$ cat config.mk
export PLATFORM = sky130hd
export DESIGN_NAME = multicycle_ctrl
export DESIGN_NICKNAME = d
export VERILOG_FILES = /design/src/rtl/multicycle_ctrl.sv
export SDC_FILE = /design/constraint.sdc
export NUM_CORES = 1
export LEC_CHECK = 0
export CORE_ASPECT_RATIO = 1.5
export CORE_MARGIN = 2
export CORE_UTILIZATION = 45
export DETAILED_ROUTE_END_ITERATION = 8
export DONT_BUFFER_PORTS = 1
export GPL_TIMING_DRIVEN = 0
export HOLD_SLACK_MARGIN = 0.12
export SLEW_MARGIN = 20
export SYNTH_ARGS = -nofsm -noshare
export SYNTH_HDL_FRONTEND = slang
export SYNTH_SLANG_ARGS = --single-unit
$ cat constraint.sdc
create_clock -name clk -period 5.7 [get_ports clk]
set_input_delay 1.14 -clock clk [delete_from_list [all_inputs] [get_ports clk]]
set_output_delay 1.14 -clock clk [all_outputs]
set_load 0.1 [all_outputs]
$ cat src/rtl/multicycle_ctrl.sv
// Main control sequencer for the multi-cycle CPU: FETCH/DECODE/EXEC/MEM/WB with
// datapath strobes, a memory-ack watchdog and a retired-instruction counter.
module multicycle_ctrl #(
  parameter int TIMEOUT = 16,
  parameter int CNT_W   = 32
) (
  input  logic             clk,
  input  logic             reset,
  input  logic [5:0]       opcode,
  input  logic [5:0]       funct,
  input  logic             alu_zero,
  input  logic             mem_ack,
  output logic             mem_req,
  output logic             mem_we,
  output logic             iord,
  output logic             ir_we,
  output logic             pc_we,
  output logic [1:0]       pc_src,
  output logic             alu_src_b,
  output logic [2:0]       alu_op,
  output logic             reg_we,
  output logic [1:0]       reg_dst,
  output logic [1:0]       wb_src,
  output logic             trap,
  output logic [2:0]       state,
  output logic [CNT_W-1:0] instr_retired
);

  typedef enum logic [2:0] {
    S_FETCH  = 3'd0,
    S_DECODE = 3'd1,
    S_EXEC   = 3'd2,
    S_MEM    = 3'd3,
    S_WB     = 3'd4,
    S_TRAP   = 3'd7
  } state_t;

  localparam int WD_W = $clog2(TIMEOUT + 1);

  localparam logic [5:0] OP_R    = 6'h00;
  localparam logic [5:0] OP_J    = 6'h02;
  localparam logic [5:0] OP_JAL  = 6'h03;
  localparam logic [5:0] OP_BEQ  = 6'h04;
  localparam logic [5:0] OP_BNE  = 6'h05;
  localparam logic [5:0] OP_ADDI = 6'h08;
  localparam logic [5:0] OP_XORI = 6'h0E;
  localparam logic [5:0] OP_LW   = 6'h23;
  localparam logic [5:0] OP_SW   = 6'h2B;

  localparam logic [5:0] FN_ADD = 6'h20;
  localparam logic [5:0] FN_SUB = 6'h22;
  localparam logic [5:0] FN_SLT = 6'h2A;
  localparam logic [5:0] FN_JR  = 6'h08;

  state_t           state_reg, state_next;
  logic [WD_W-1:0]  wd_reg, wd_next;
  logic [CNT_W-1:0] cnt_reg;
  logic             retire;
  logic             is_r, r_legal, legal, wd_expired;

  assign is_r    = (opcode == OP_R);
  assign r_legal = (funct == FN_ADD) || (funct == FN_SUB) || (funct == FN_SLT) || (funct == FN_JR);
  assign legal   = (is_r && r_legal) || (opcode == OP_J) || (opcode == OP_JAL) ||
                   (opcode == OP_BEQ) || (opcode == OP_BNE) || (opcode == OP_ADDI) ||
                   (opcode == OP_XORI) || (opcode == OP_LW) || (opcode == OP_SW);
  // Ack is checked before this, so an ack on the final allowed cycle still wins.
  assign wd_expired = (wd_reg == WD_W'(TIMEOUT - 1));

  always_ff @(posedge clk or negedge reset) begin
    if (!reset) begin
      state_reg <= S_FETCH;
      wd_reg    <= '0;
      cnt_reg   <= '0;
    end else begin
      state_reg <= state_next;
      wd_reg    <= wd_next;
      if (retire) cnt_reg <= cnt_reg + CNT_W'(1);
    end
  end

  always_comb begin
    state_next = state_reg;
    retire     = 1'b0;
    wd_next    = '0;
    mem_req    = 1'b0;
    mem_we     = 1'b0;
    iord       = 1'b0;
    ir_we      = 1'b0;
    pc_we      = 1'b0;
    pc_src     = 2'd0;
    alu_src_b  = 1'b0;
    alu_op     = 3'd0;
    reg_we     = 1'b0;
    reg_dst    = 2'd0;
    wb_src     = 2'd0;
    case (state_reg)
      S_FETCH: begin
        mem_req = 1'b1;
        if (mem_ack) begin
          ir_we      = 1'b1;
          pc_we      = 1'b1;
          state_next = S_DECODE;
        end else if (wd_expired) begin
          state_next = S_TRAP;
        end
      end
      S_DECODE: begin
        if (!legal) begin
          state_next = S_TRAP;
        end else if (opcode == OP_J || opcode == OP_JAL) begin
          pc_we      = 1'b1;
          pc_src     = 2'd2;
          state_next = S_FETCH;
          retire     = 1'b1;
          if (opcode == OP_JAL) begin
            reg_we  = 1'b1;
            reg_dst = 2'd2;
            wb_src  = 2'd2;
          end
        end else if (is_r && funct == FN_JR) begin
          pc_we      = 1'b1;
          pc_src     = 2'd3;
          state_next = S_FETCH;
          retire     = 1'b1;
        end else begin
          state_next = S_EXEC;
        end
      end
      S_EXEC: begin
        state_next = S_WB;
        if (is_r) begin
          alu_op = (funct == FN_SUB) ? 3'd1 : (funct == FN_SLT) ? 3'd3 : 3'd0;
        end else if (opcode == OP_BEQ || opcode == OP_BNE) begin
          alu_op     = 3'd1;
          pc_src     = 2'd1;
          pc_we      = (opcode == OP_BEQ) ? alu_zero : !alu_zero;
          state_next = S_FETCH;
          retire     = 1'b1;
        end else begin
          alu_src_b = 1'b1;
          if (opcode == OP_XORI) alu_op = 3'd2;
          if (opcode == OP_LW || opcode == OP_SW) state_next = S_MEM;
        end
      end
      S_MEM: begin
        mem_req = 1'b1;
        iord    = 1'b1;
        mem_we  = (opcode == OP_SW);
        if (mem_ack) begin
          if (opcode == OP_SW) begin
            state_next = S_FETCH;
            retire     = 1'b1;
          end else begin
            state_next = S_WB;
          end
        end else if (wd_expired) begin
          state_next = S_TRAP;
        end
      end
      S_WB: begin
        reg_we     = 1'b1;
        reg_dst    = is_r ? 2'd0 : 2'd1;
        wb_src     = (opcode == OP_LW) ? 2'd1 : 2'd0;
        state_next = S_FETCH;
        retire     = 1'b1;
      end
      S_TRAP:  state_next = S_TRAP;
      default: state_next = S_TRAP;
    endcase
    if (mem_req && !mem_ack && state_next == state_reg) wd_next = wd_reg + WD_W'(1);
    // Outputs are forced idle while reset is held, independent of the clock.
    if (!reset) begin
      retire    = 1'b0;
      mem_req   = 1'b0;
      mem_we    = 1'b0;
      iord      = 1'b0;
      ir_we     = 1'b0;
      pc_we     = 1'b0;
      pc_src    = 2'd0;
      alu_src_b = 1'b0;
      alu_op    = 3'd0;
      reg_we    = 1'b0;
      reg_dst   = 2'd0;
      wb_src    = 2'd0;
    end
  end

  assign state         = state_reg;
  assign trap          = (state_reg == S_TRAP);
  assign instr_retired = cnt_reg;

endmodule

==> results.md <==
* ANT cells at 0
* Power Total at about 0.00067 W
* Setup CP Type: reg -> out
* Pins over their slew limit at 0
* Final hold vios at 0
* Seq cells post-synth at 40
* Max IR drop VDD at 194.9 uV
* First-pass GRT wire length at 9.839 mm
* Worst Path Arrival at 3880 ps
* Storage cell area at 0.001001 mm2
* Clock sink total at 40
* Asr flop ratio synth at 100.0%
* WL/cell at ~17 um
* I/O Pins at roughly 70
* Max-Cap Viols at 0
* Post-synth top area cell: dfrtp_1
* Reg-to-reg endpoint: instr_retired[31]
* Most common cell after layout, fill and taps aside: dfrtp_1
* IO Port Bufs at 0
* Maximum clock path buffer count at 2
* Cell Count, Final, Fillers Out at 335
* Endpoints failing setup at 0
* Fill count at roughly 500
* CTS Root Buffer Type: clkbuf_8
* Num CTS Buffers at 5
* Fmax at around 200 MHz
* Hold path startpoint: wd_reg[0]
* Status: complete, no violations
* Routed wire length at 5.837 mm
* CORE AREA at slightly above 0.005 mm2
* Synth unique cells at 46
* Initial antenna violation count at 0
* GRT Overall Usage at 21.33%
* Largest net degree at the start of global routing at 49
* # nets final at 285
* Via count at 1995
* Static Leak at 1.097 nW
* Headroom to the max-slew limit at between 20% and 30%
* Die area at a little under 0.006 mm2
* Hold path depth at 1
* Largest register FFs at 32
* Setup TNS at 0 ps
* Via density at approximately 6.0
* Area growth, synth to finish at 13.43%
* Detailed placement HPWL at 4.324 mm
* Final instance area at 0.002684 mm2
* Initial Utilization at between 40% and 50%
* CTS tree: done
* Critical path peak fanout at 10
* Htree depth at 2
* RR Startpoint: state[1]
* Clock Latency Late Sink at 290 ps
* Register area share after synthesis at 42.31%
* Most frequent cells in the layout: dfrtp_1 (40), xnor2_1 (26), nor2_1 (21), nand3_1 (21), nand2_1 (17)
* Skew final at 4.635 ps
* Share of layout cells above drive strength 1 at 13.86%
* Reg clk slew, reported paths at 70 ps
* Startpoint Class: flop
* R2R cell count at 7
* Cell Area, Synth at 0.002366 mm2
* EDFF count, synth at 0
* Cell area power density at roughly 250 mW/mm2
* RSZ-0062 raised after global routing: false
* Synth warn at 0
* Synth area leaders: dfrtp_1 (42%), xnor2_1 (9.6%), nand3_1 (4.4%), nor2_1 (3.8%), xor2_1 (3.7%)
* Post-DRT Antenna Nets at 0
* Post-DP Area at roughly 0.0026 mm2
* Post-CTS Setup Inserts at 0
* Initial DRC count at 143
* Hold crit path type: reg -> reg
* Final core utilization at 52.37%
* Least-Margin Pin Slew at 1170 ps
* Die W at 63.21 um
* Gr ovfl total at 0
* Syn_nets at around 270
* Final worst-path cycle share at around nine tenths
* Post-Synthesis Cells at 254
* Resize count post-CTS at 0
* Hold Path Sink: wd_reg[0]
* CTS Hold Bufs at 0
* Reg-to-reg slack, setup at between 2000 and 3000 ps
* Synth top area share at 42.31%
* Row count at 32
* GP Congestion at 0.8280
* Chip Height at 92.81 um
* Syn avg cell area at 9.315 um2
* Vias in the first global route at 2046
* Multi-input logic area at 0.001348 mm2
* Crit. End Element: primary output
* Crit path required time at between 4000 and 5000 ps
* Dpl cells at around 330
* Residual DRC at 0
* Synth Flop Type: dfrtp_1
* Drt pass-1 iters at 4
* Min cycle time layout at approximately 5000 ps
-- per-stage QoR --
stage | worst slack (ps) | hold WS (ps)
detailed placement | 804.9 | 481.5
floorplan | 320.2 | 429.0
finish | 677.2 | 489.2
global placement | 199.4 | 447.3
global route | 581.2 | 502.8
CTS | 675.6 | 491.7
-- layer usage --
metal  track usage, %  part of all wire (%)  vias to the layer above
li1                 -                     -                      928
met1            23.84                    38                      980
met2            36.97                    52                       72
met3            4.982                   6.9                       15
met4            11.96                   3.4                        0
met5                0                     0                        -
-- layout make-up --
| class | count | share of cell area, % |
|---|---|---|
| multi-input cells | 199 | 50.21 |
| flip-flops and latches | 40 | 37.30 |
| clock buffers | 8 | 3.357 |
| well taps | 68 | 3.170 |
| repair buffers | 5 | 2.797 |
| plain buffers | 11 | 2.611 |
| inverters | 4 | 0.5594 |
-- worst max-delay path by stage --
stage               from        end  slack [ps]  cells past startpoint
2_1_floorplan  opcode[2]  wb_src[1]         320                      5
3_3_place_gp   opcode[2]  wb_src[1]         200                      5
3_5_place_dp   opcode[2]  alu_op[1]         800                      7
4_1_cts         state[1]     mem_we         680                      4
5_1_grt         state[1]     mem_we         580                      4
6_report        state[1]     mem_we         680                      4
-- cell families (layout without fill, tap and decap cells) --
logic type                 count (synthesis)  in the layout  share of synthesized area [%]
other                                      1              1                         0.1585
AOI/OAI and AO/OA                         29             29                          8.620
adders and majority gates                  3              3                          1.587
and+or+nand+nor                          130            130                          30.41
buffers and inverters                     15             28                          3.596
xor gates and xnor gates                  36             36                          13.33
DFF                                       40             40                          42.31
-- power breakdown --
group | internal (W) | switching, W | leakage, nW
Sequential | 0.000293 | 0.000105 | 0.529
Combinational | 0.0000233 | 0.0000558 | 0.522
Clock | 0.0000988 | 0.0000965 | 0.0455
Total | 0.000415 | 0.000258 | 1.10
-- critical path: stages (launching register included) --
cell	delay, ps
dfrtp_1	940
clkbuf_1	390
clkbuf_1	430
and3_1	900
and3_1	920
-- Yosys cell counts (2+ instances only) --
master	n
buf_2	2
nand2b_1	5
nand3_1	21
nor2b_1	3
nand2_1	17
o211a_1	2
ha_1	3
a31oi_1	3
and3_1	13
a211oi_1	2
nor3b_2	2
nor4_1	5
dfrtp_1	40
xnor2_1	26
nor3_1	11
and4_1	3
or4_1	2
inv_1	4
o21ai_0	4
clkbuf_1	3
nor2_1	24
o21a_1	3
buf_4	5
xor2_1	10
nand4_1	13
a21oi_1	8
Power figures use the tool's default switching activity.
